### src/rtl/kgp_add_sched.sv
// Round-robin scheduler that shares one 8-bit kill/generate/propagate adder
// between NREQ requesters and runs byte-serial, LSB-first multi-byte additions.

module KGP_adder (
   input  logic [7:0] a_i,
   input  logic [7:0] b_i,
   input  logic       cin_i,
   output logic [7:0] sum_o,
   output logic       cout_o
);
   function automatic logic [8:0] kgp_add(input logic [7:0] a, input logic [7:0] b,
                                          input logic cin);
      logic [7:0] g;
      logic [7:0] p;
      logic [8:0] c;
      g    = a & b;
      p    = a ^ b;
      c    = '0;
      c[0] = cin;
      for (int i = 0; i < 8; i++) c[i+1] = g[i] | (p[i] & c[i]);
      return {c[8], p ^ c[7:0]};
   endfunction

   assign {cout_o, sum_o} = kgp_add(a_i, b_i, cin_i);
endmodule

module kgp_add_sched #(
   parameter int NREQ   = 4,
   parameter int NBYTES = 4,
   parameter int IDW    = $clog2(NREQ)
) (
   input  logic                     clk,
   input  logic                     rst,
   input  logic [NREQ-1:0]          req_valid,
   input  logic [NREQ*8*NBYTES-1:0] req_a,
   input  logic [NREQ*8*NBYTES-1:0] req_b,
   input  logic [NREQ-1:0]          req_cin,
   output logic [NREQ-1:0]          req_ready,
   output logic                     rsp_valid,
   input  logic                     rsp_ready,
   output logic [IDW-1:0]           rsp_id,
   output logic [8*NBYTES-1:0]      rsp_sum,
   output logic                     rsp_cout,
   output logic                     busy
);
   localparam int W    = 8 * NBYTES;
   localparam int CNTW = (NBYTES > 1) ? $clog2(NBYTES) : 1;
   localparam logic [CNTW-1:0] LAST = CNTW'(NBYTES - 1);

   typedef enum logic [1:0] {IDLE, ADD, RESP} state_t;

   state_t          state_q, state_d;
   logic [IDW-1:0]  ptr_q, ptr_d;
   logic [IDW-1:0]  id_q, id_d;
   logic [CNTW-1:0] cnt_q, cnt_d;
   logic            carry_q, carry_d;
   logic            cout_q, cout_d;
   logic [W-1:0]    sum_q, sum_d;
   logic [W-1:0]    a_q, b_q;

   logic            gnt_found, grant;
   logic [IDW-1:0]  gnt_idx;
   logic [W-1:0]    a_sel, b_sel;
   logic            cin_sel;
   logic [7:0]      a_byte, b_byte, add_sum;
   logic            add_cout;

   // First valid requester at or above ptr, else the lowest one (wrap-around).
   always_comb begin
      gnt_found = 1'b0;
      gnt_idx   = '0;
      for (int j = 0; j < NREQ; j++) begin
         if (!gnt_found && req_valid[j] && (IDW'(j) >= ptr_q)) begin
            gnt_found = 1'b1;
            gnt_idx   = IDW'(j);
         end
      end
      for (int j = 0; j < NREQ; j++) begin
         if (!gnt_found && req_valid[j]) begin
            gnt_found = 1'b1;
            gnt_idx   = IDW'(j);
         end
      end
   end

   assign grant     = (state_q == IDLE) && gnt_found && !rst;
   assign req_ready = grant ? (NREQ'(1) << gnt_idx) : '0;

   always_comb begin
      a_sel   = '0;
      b_sel   = '0;
      cin_sel = 1'b0;
      for (int j = 0; j < NREQ; j++) begin
         if (gnt_idx == IDW'(j)) begin
            a_sel   = req_a[W*j +: W];
            b_sel   = req_b[W*j +: W];
            cin_sel = req_cin[j];
         end
      end
   end

   always_comb begin
      a_byte = '0;
      b_byte = '0;
      for (int n = 0; n < NBYTES; n++) begin
         if (cnt_q == CNTW'(n)) begin
            a_byte = a_q[8*n +: 8];
            b_byte = b_q[8*n +: 8];
         end
      end
   end

   KGP_adder u_add (
      .a_i   (a_byte),
      .b_i   (b_byte),
      .cin_i (carry_q),
      .sum_o (add_sum),
      .cout_o(add_cout)
   );

   always_comb begin
      state_d = state_q;
      ptr_d   = ptr_q;
      id_d    = id_q;
      cnt_d   = cnt_q;
      carry_d = carry_q;
      cout_d  = cout_q;
      sum_d   = sum_q;
      case (state_q)
         IDLE: begin
            if (grant) begin
               carry_d = cin_sel;
               id_d    = gnt_idx;
               ptr_d   = (int'(gnt_idx) == NREQ - 1) ? '0 : gnt_idx + 1'b1;
               cnt_d   = '0;
               state_d = ADD;
            end
         end
         ADD: begin
            for (int n = 0; n < NBYTES; n++) begin
               if (cnt_q == CNTW'(n)) sum_d[8*n +: 8] = add_sum;
            end
            carry_d = add_cout;
            cnt_d   = cnt_q + 1'b1;
            if (cnt_q == LAST) begin
               cout_d  = add_cout;
               cnt_d   = '0;
               state_d = RESP;
            end
         end
         RESP: begin
            if (rsp_ready) state_d = IDLE;
         end
         default: state_d = IDLE;
      endcase
   end

   always_ff @(posedge clk) begin
      if (rst) begin
         state_q <= IDLE;
         ptr_q   <= '0;
         id_q    <= '0;
         cnt_q   <= '0;
         carry_q <= 1'b0;
         cout_q  <= 1'b0;
         sum_q   <= '0;
      end else begin
         state_q <= state_d;
         ptr_q   <= ptr_d;
         id_q    <= id_d;
         cnt_q   <= cnt_d;
         carry_q <= carry_d;
         cout_q  <= cout_d;
         sum_q   <= sum_d;
      end
   end

   // Operands are only meaningful after a grant, so they carry no reset.
   always_ff @(posedge clk) begin
      if (grant) begin
         a_q <= a_sel;
         b_q <= b_sel;
      end
   end

   assign rsp_valid = (state_q == RESP);
   assign busy      = (state_q != IDLE);
   assign rsp_id    = id_q;
   assign rsp_sum   = sum_q;
   assign rsp_cout  = cout_q;
endmodule

### config.mk
export PLATFORM = sky130hd
export DESIGN_NAME = kgp_add_sched
export DESIGN_NICKNAME = d
export VERILOG_FILES = /design/src/rtl/kgp_add_sched.sv
export SDC_FILE = /design/constraint.sdc
export NUM_CORES = 1
export LEC_CHECK = 0
export ABC_AREA = 1
export ABC_CLOCK_PERIOD_IN_PS = 9600
export CORE_UTILIZATION = 40
export CTS_BUF_LIST = sky130_fd_sc_hd__clkbuf_16
export CTS_CLUSTER_SIZE = 28
export DETAILED_ROUTE_END_ITERATION = 8
export PLACE_DENSITY = 0.83
export RECOVER_POWER = 50
export SKIP_CTS_REPAIR_TIMING = 1
export SLEW_MARGIN = 20
export SYNTH_ARGS = -nofsm -noshare
export SYNTH_HDL_FRONTEND = slang
export SYNTH_SLANG_ARGS = --single-unit
### constraint.sdc
create_clock -name clk -period 9.6 [get_ports clk]
set_input_delay 1.92 -clock clk [delete_from_list [all_inputs] [get_ports clk]]
set_output_delay 1.92 -clock clk [all_outputs]
set_load 0.01 [all_outputs]
* After elaboration in Yosys (flattened, before gate mapping)
Index checks and enable logic that the tools add are counted.
Cells by class: bitwise operators 19, add/subtract/negate cells 2, mux-type cells 46, eq/ne operators 12, $lt $le $gt $ge 4, reduce and logical (&&, ||, !) cells 33, shift-type cells 1
Operators by type and width (number):
- 2-to-1 mux 32 bit | 8
- 2-to-1 mux 8 bit | 8
- 2-to-1 mux 2 bit | 12
- bitwise XOR 8 bit | 2
- 2-to-1 mux 1 bit | 14
- logical AND 1 bit | 13
- AND reduction 2 bit | 6
- == test 2 bit (second input constant) | 5
- bitwise AND 1 bit | 8
- bitwise AND 8 bit | 1
- == test 2 x 1 -> 1 bit (second input constant) | 4
- zero test 1 bit | 8
- bitwise OR 1 bit | 8
- zero test 2 bit | 3
- one-hot mux 2 bit (3 select lines) | 1
- adder 2 x 1 -> 2 bit (second input constant) | 2
- greater-or-equal comparator 1 x 2 -> 1 bit (first input constant) | 2
- greater-or-equal comparator 2 bit (first input constant) | 2
- 2-to-1 mux 4 bit | 1
- inequality test 2 bit (second input constant) | 2
- one-hot mux 2 bit (2 select lines) | 1
- nonzero test 2 bit | 2
- << shifter 1 x 2 -> 4 bit (first input constant) | 1
- AND reduction 3 bit | 1
- other kinds (2) | 2
Storage, ports and cells: input port bits 267, output and inout port bits 41, bits in registers 106

* Depth between registers and ports, before layout
word-level depth 34, depth in mapped cells 25

* Hierarchy
Synthesis repeated with hierarchy kept, for this count alone.
Unflattened totals: cells, all modules 872, area total of the unflattened synthesis 6566.3 sq um
By module, submodules not included:
- kgp_add_sched | area each 6368.6 sq um, cells an instance 854, times used 1, seq. area each 2762.6 sq um
- KGP_adder | area each 197.7 sq um, cells an instance 18, times used 1, seq. area each 0.0 sq um

* Least setup slack after synthesis
No wires, ideal clock.
kind input to output, start input port req_valid[0], end output port req_ready[2], data arrival time 3.234 ns, cell stages on the path 11, slack 4.446 ns, buffers on the path 2, cells stage by stage nand2_1 nand2_2 nor2_4 nand3b_1 nand2_1 inv_1 ha_1 inv_2 buf_2 clkbuf_1 nor2_1
On the way: elaborated cells on any way between the ends 37, classes of those cells shift: 1; mux: 16; reduce/logical: 20
RTL lines:
- start: declaration | RTL line 34 | input logic [NREQ-1:0] req_valid,
- logical AND 1 bit | RTL line 73 | if (!gnt_found && req_valid[j] && (IDW'(j) >= ptr_q)) begin
- 2-to-1 mux 1 bit | RTL line 73
- zero test 1 bit | RTL line 73
- logical AND 1 bit (2 in a row) | RTL line 73
- 2-to-1 mux 1 bit | RTL line 73
- zero test 1 bit | RTL line 73
- logical AND 1 bit (2 in a row) | RTL line 73
- 2-to-1 mux 1 bit | RTL line 73
- [11 not listed]
- logical AND 1 bit | RTL line 79 | if (!gnt_found && req_valid[j]) begin
- 2-to-1 mux 1 bit | RTL line 79
- zero test 1 bit | RTL line 79
- logical AND 1 bit | RTL line 79
- 2-to-1 mux 2 bit * | RTL line 79
- via gnt_idx[0] | RTL line 62 | logic [IDW-1:0] gnt_idx;
- << shifter 1 x 2 -> 4 bit * | RTL line 87 | assign req_ready = grant ? (NREQ'(1) << gnt_idx) : '0;
- 2-to-1 mux 4 bit * | RTL line 87
- end: declaration | RTL line 38 | output logic [NREQ-1:0] req_ready,
The timed path passes the listed nets; every way through them passes the cells marked *.

* Worst setup path after layout
start input port rst, end output port req_ready[3]
On the way: longest elaborated chain between the ends 3
Ends and longest elaborated chain:
- start: declaration | RTL line 33 | input logic rst,
- zero test 1 bit | RTL line 86 | assign grant = (state_q == IDLE) && gnt_found && !rst;
- logical AND 1 bit | RTL line 86
- 2-to-1 mux 4 bit | RTL line 87
No other way between the ends.

==> flow_metrics.py <==
metrics = {
    "clock_network": {
        "clkLatencyLatePin_ns": 0.34,
        "cts_made_buffers": 9,
        "cts_root_buf": "clkbuf_16",
        "cts_num_sinks": 106,
        "cts_max_level": 3,
        "cts.path.max_buffers": 2,
        "clkTransAtPathRegs_ns": 0.07,
        "cts_tree": "done",
    },
    "synth": {
        "syn_inst": 842,
        "yosysSeqAreaShare_pct": 43.4,
        "syn-num-nets": 1125,
        "yosys.area_share.simple_pct": 21.5,
        "yosysWarningCount": 0,
        "synthMuxAreaShare_pct": 0,
        "synth_xor_area_share_pct": 0,
        "synth_area_mm2": 0.00636,
        "synthAdderAreaFrac_pct": 4.09,
        "yosysUniqueCellTypes": 30,
        "synth-seq-cells": 106,
        "synth_top_family_by_area": "compound AO/OA/AOI/OAI gates",
        "synth_area_per_cell_um2": 7.55,
        "synth_compound_area_share_pct": 23.9,
    },
    "drt": {
        "avgViaCountPerCell": 5.10,
        "dr.max_layer_used": "met4",
        "wl_met2_um": 10600,
        "drt_wl_total_um": 20600,
        "vias": 6718,
        "route.detailed.drc": 0,
        "drtPass1Iterations": 5,
        "wl_per_cell_um": 15.7,
        "drt-met1-wl_um": 8480,
        "wl_met3_um": 1130,
        "first_iter_violations": 423,
        "drt.antenna.violating_nets": 0,
    },
    "global_route": {
        "globalRoute.totalOverflow": 0,
        "antenna_found_initial": 0,
        "grt_max_degree": 99,
        "grt_pass1_vias": 6479,
        "grt_use_total_pct": 24.8,
        "grt_pass1_wl_um": 31800,
    },
    "critical_path": {
        "cp_max_fo": 41,
        "cp_slowest_cell": "clkbuf_1",
        "critPathMaxStageDelay_ns": 1.33,
        "path_cells": "dlygate4sd3_1 -> clkbuf_1 -> nor2_1 -> nand2_1 -> nor2_1 -> clkdlybuf4s50_1",
        "cp.arrival_ns": 5.11,
        "critical_path_class": "in2out",
        "cp-end-kind": "primary output",
        "crit_required_ns": 7.68,
        "start_kind": "input pin",
        "crit_top_cell": "nor2_1",
    },
    "pwr": {
        "clkPwrFrac_pct": 23.5,
        "p_int_mw": 0.969,
        "total_power_mw": 1.46,
        "seqPwrFrac_pct": 39.7,
        "sw_frac_of_total_pct": 33.4,
        "total_leakage_power_nw": 3.73,
        "p_comb_share_pct": 36.8,
        "netSwitchingPower_mw": 0.487,
        "ir_drop_mv": 0.101,
        "cellPowerDensity_mw_per_mm2": 150,
    },
    "floorplan": {
        "dieWidth_um": 128,
        "num_io_pins": 308,
        "num_rows": 45,
        "initial_core_util_pct": 41.4,
        "core_mm2": 0.0154,
        "die_h_um": 128,
        "die_area_mm2": 0.0164,
    },
    "timing": {
        "fin_skew_ns": 0.0117,
        "setup_violations": 0,
        "drv_slew": 108,
        "final_hold_viol_count": 0,
        "min_period_ns": 7.03,
        "fin_hold_ws_ns": 0.458,
        "tightest_slew_ns": 3.40,
        "max_freq_ghz": 0.142,
        "post-route-period-util_pct": 73.3,
        "setup_tns_ns": 0,
        "max-slew-margin-rel_pct": -127,
        "rsz0062_at_grt": "false",
    },
    "final_layout": {
        "multiInputGateArea_mm2": 0.00317,
        "fin_area_mm2": 0.00969,
        "area_growth_pct": 52.5,
        "utilization_pct": 63.1,
        "fillers": 1370,
        "regArea_mm2": 0.00276,
        "drive_gt1_share_pct": 3.97,
        "antennaDiodeCount": 0,
        "fin_nets": 1385,
    },
    "min_path": {
        "hold_class": "reg2reg",
    },
    "placement": {
        "place_congestion": 0.899,
        "hpwl_um": 15700,
        "io_buffers": 307,
        "place_area_mm2": 0.00944,
    },
    "run_status": {
        "outcome": "finished with violations",
        "violations": "max-capacitance violations, max-slew violations",
    },
    "run": {
        "cap_violations": 2,
    },
}
synthesized netlist by cell type, drive strengths merged:
| master | number | area, um2 |
|---|---|---|
| a21oi | 124 | 636 |
| fa | 8 | 160 |
| nand3b | 1 | 7.51 |
| clkbuf | 30 | 113 |
| or2 | 1 | 6.26 |
| a22oi | 14 | 105 |
| nand3 | 38 | 208 |
| dfxtp | 42 | 841 |
| nand2 | 268 | 1030 |
| o21ai | 153 | 766 |
| nor2 | 26 | 115 |
| inv | 27 | 101 |
| buf | 36 | 230 |
| edfxtp | 64 | 1920 |
| a21boi | 2 | 15.0 |
| ha | 8 | 100 |
path summary, 6_finish.rpt:
path                  endpoint  slack, ns       start  cells after the start
setup / recovery  req_ready[3]       2.57         rst                      6
hold reg to reg     rsp_sum[2]       0.46  rsp_sum[2]                      2
hold / removal      rsp_sum[2]       0.46  rsp_sum[2]                      2
setup reg to reg   rsp_sum[31]       4.19    cnt_q[0]                     18
sequential cells by signal, indices dropped and copies added, names as in the netlist:
name	cells
a_q	32
state_q	2
carry_q	1
rsp_sum	32
b_q	32
ptr_q	2
rsp_id	2
cnt_q	2
rsp_cout	1
logic make-up after synthesis:
| kind of cell | Yosys count |
|---|---|
| buffers and inverters | 93 |
| adders and majority gates | 16 |
| DFF | 106 |
| and+or+nand+nor | 334 |
| AOI/OAI and AO/OA | 293 |
per-layer routing:
| layer | up-vias | global-route usage [%] |
|---|---|---|
| li1 | 3389 | - |
| met1 | 3048 | 30.0 |
| met2 | 254 | 45.4 |
| met3 | 27 | 3.71 |
| met4 | 0 | 7.13 |
| met5 | - | 0 |
cell type report:
cell class / count / area share, %
tap: 211 / 2.72
sequential: 106 / 28.5
clock inverter: 7 / 0.503
inverter: 27 / 1.05
timing repair buffer: 315 / 32.2
multi-input combinational: 643 / 32.7
clock buffer: 9 / 2.32
stage by stage:
| step | std cells | worst slack (ns) |
|---|---|---|
| global placement | 1302 | 3.11 |
| finish | 1318 | 2.57 |
| CTS | 1318 | 2.98 |
| detailed placement | 1302 | 3.00 |
| global route | 1318 | 2.41 |
| floorplan | 842 | 4.45 |
worst max-delay path, delay by kind of cell:
| kind | cells | cell delay, ns |
|---|---|---|
| buffers and inverters | 3 | 2.36 |
| AND/OR/NAND/NOR | 3 | 0.82 |
cells in the final DEF (no fill, tap or decap), drive strengths merged, types with 2 or more instances in the layout:
master / synthesis / layout
nand2: 268 / 268
a22oi: 14 / 14
a21boi: 2 / 2
dlygate4sd3: 0 / 38
clkbuf: 30 / 11
inv: 27 / 32
nand3: 38 / 38
fa: 8 / 8
a21oi: 124 / 124
nor2: 26 / 26
dfxtp: 42 / 42
clkdlybuf4s50: 0 / 269
ha: 8 / 8
buf: 36 / 6
o21ai: 153 / 153
edfxtp: 64 / 64
power groups by stage:
stage               Clock [mW]  Combinational [mW]  Sequential, mW
finish                   0.342               0.536           0.577
global route             0.363               0.598           0.583
CTS                      0.345               0.545           0.576
detailed placement           0               0.544           0.586
global placement             0               0.531           0.585
floorplan                    0               0.309           0.584
Power figures use the tool's default switching activity.
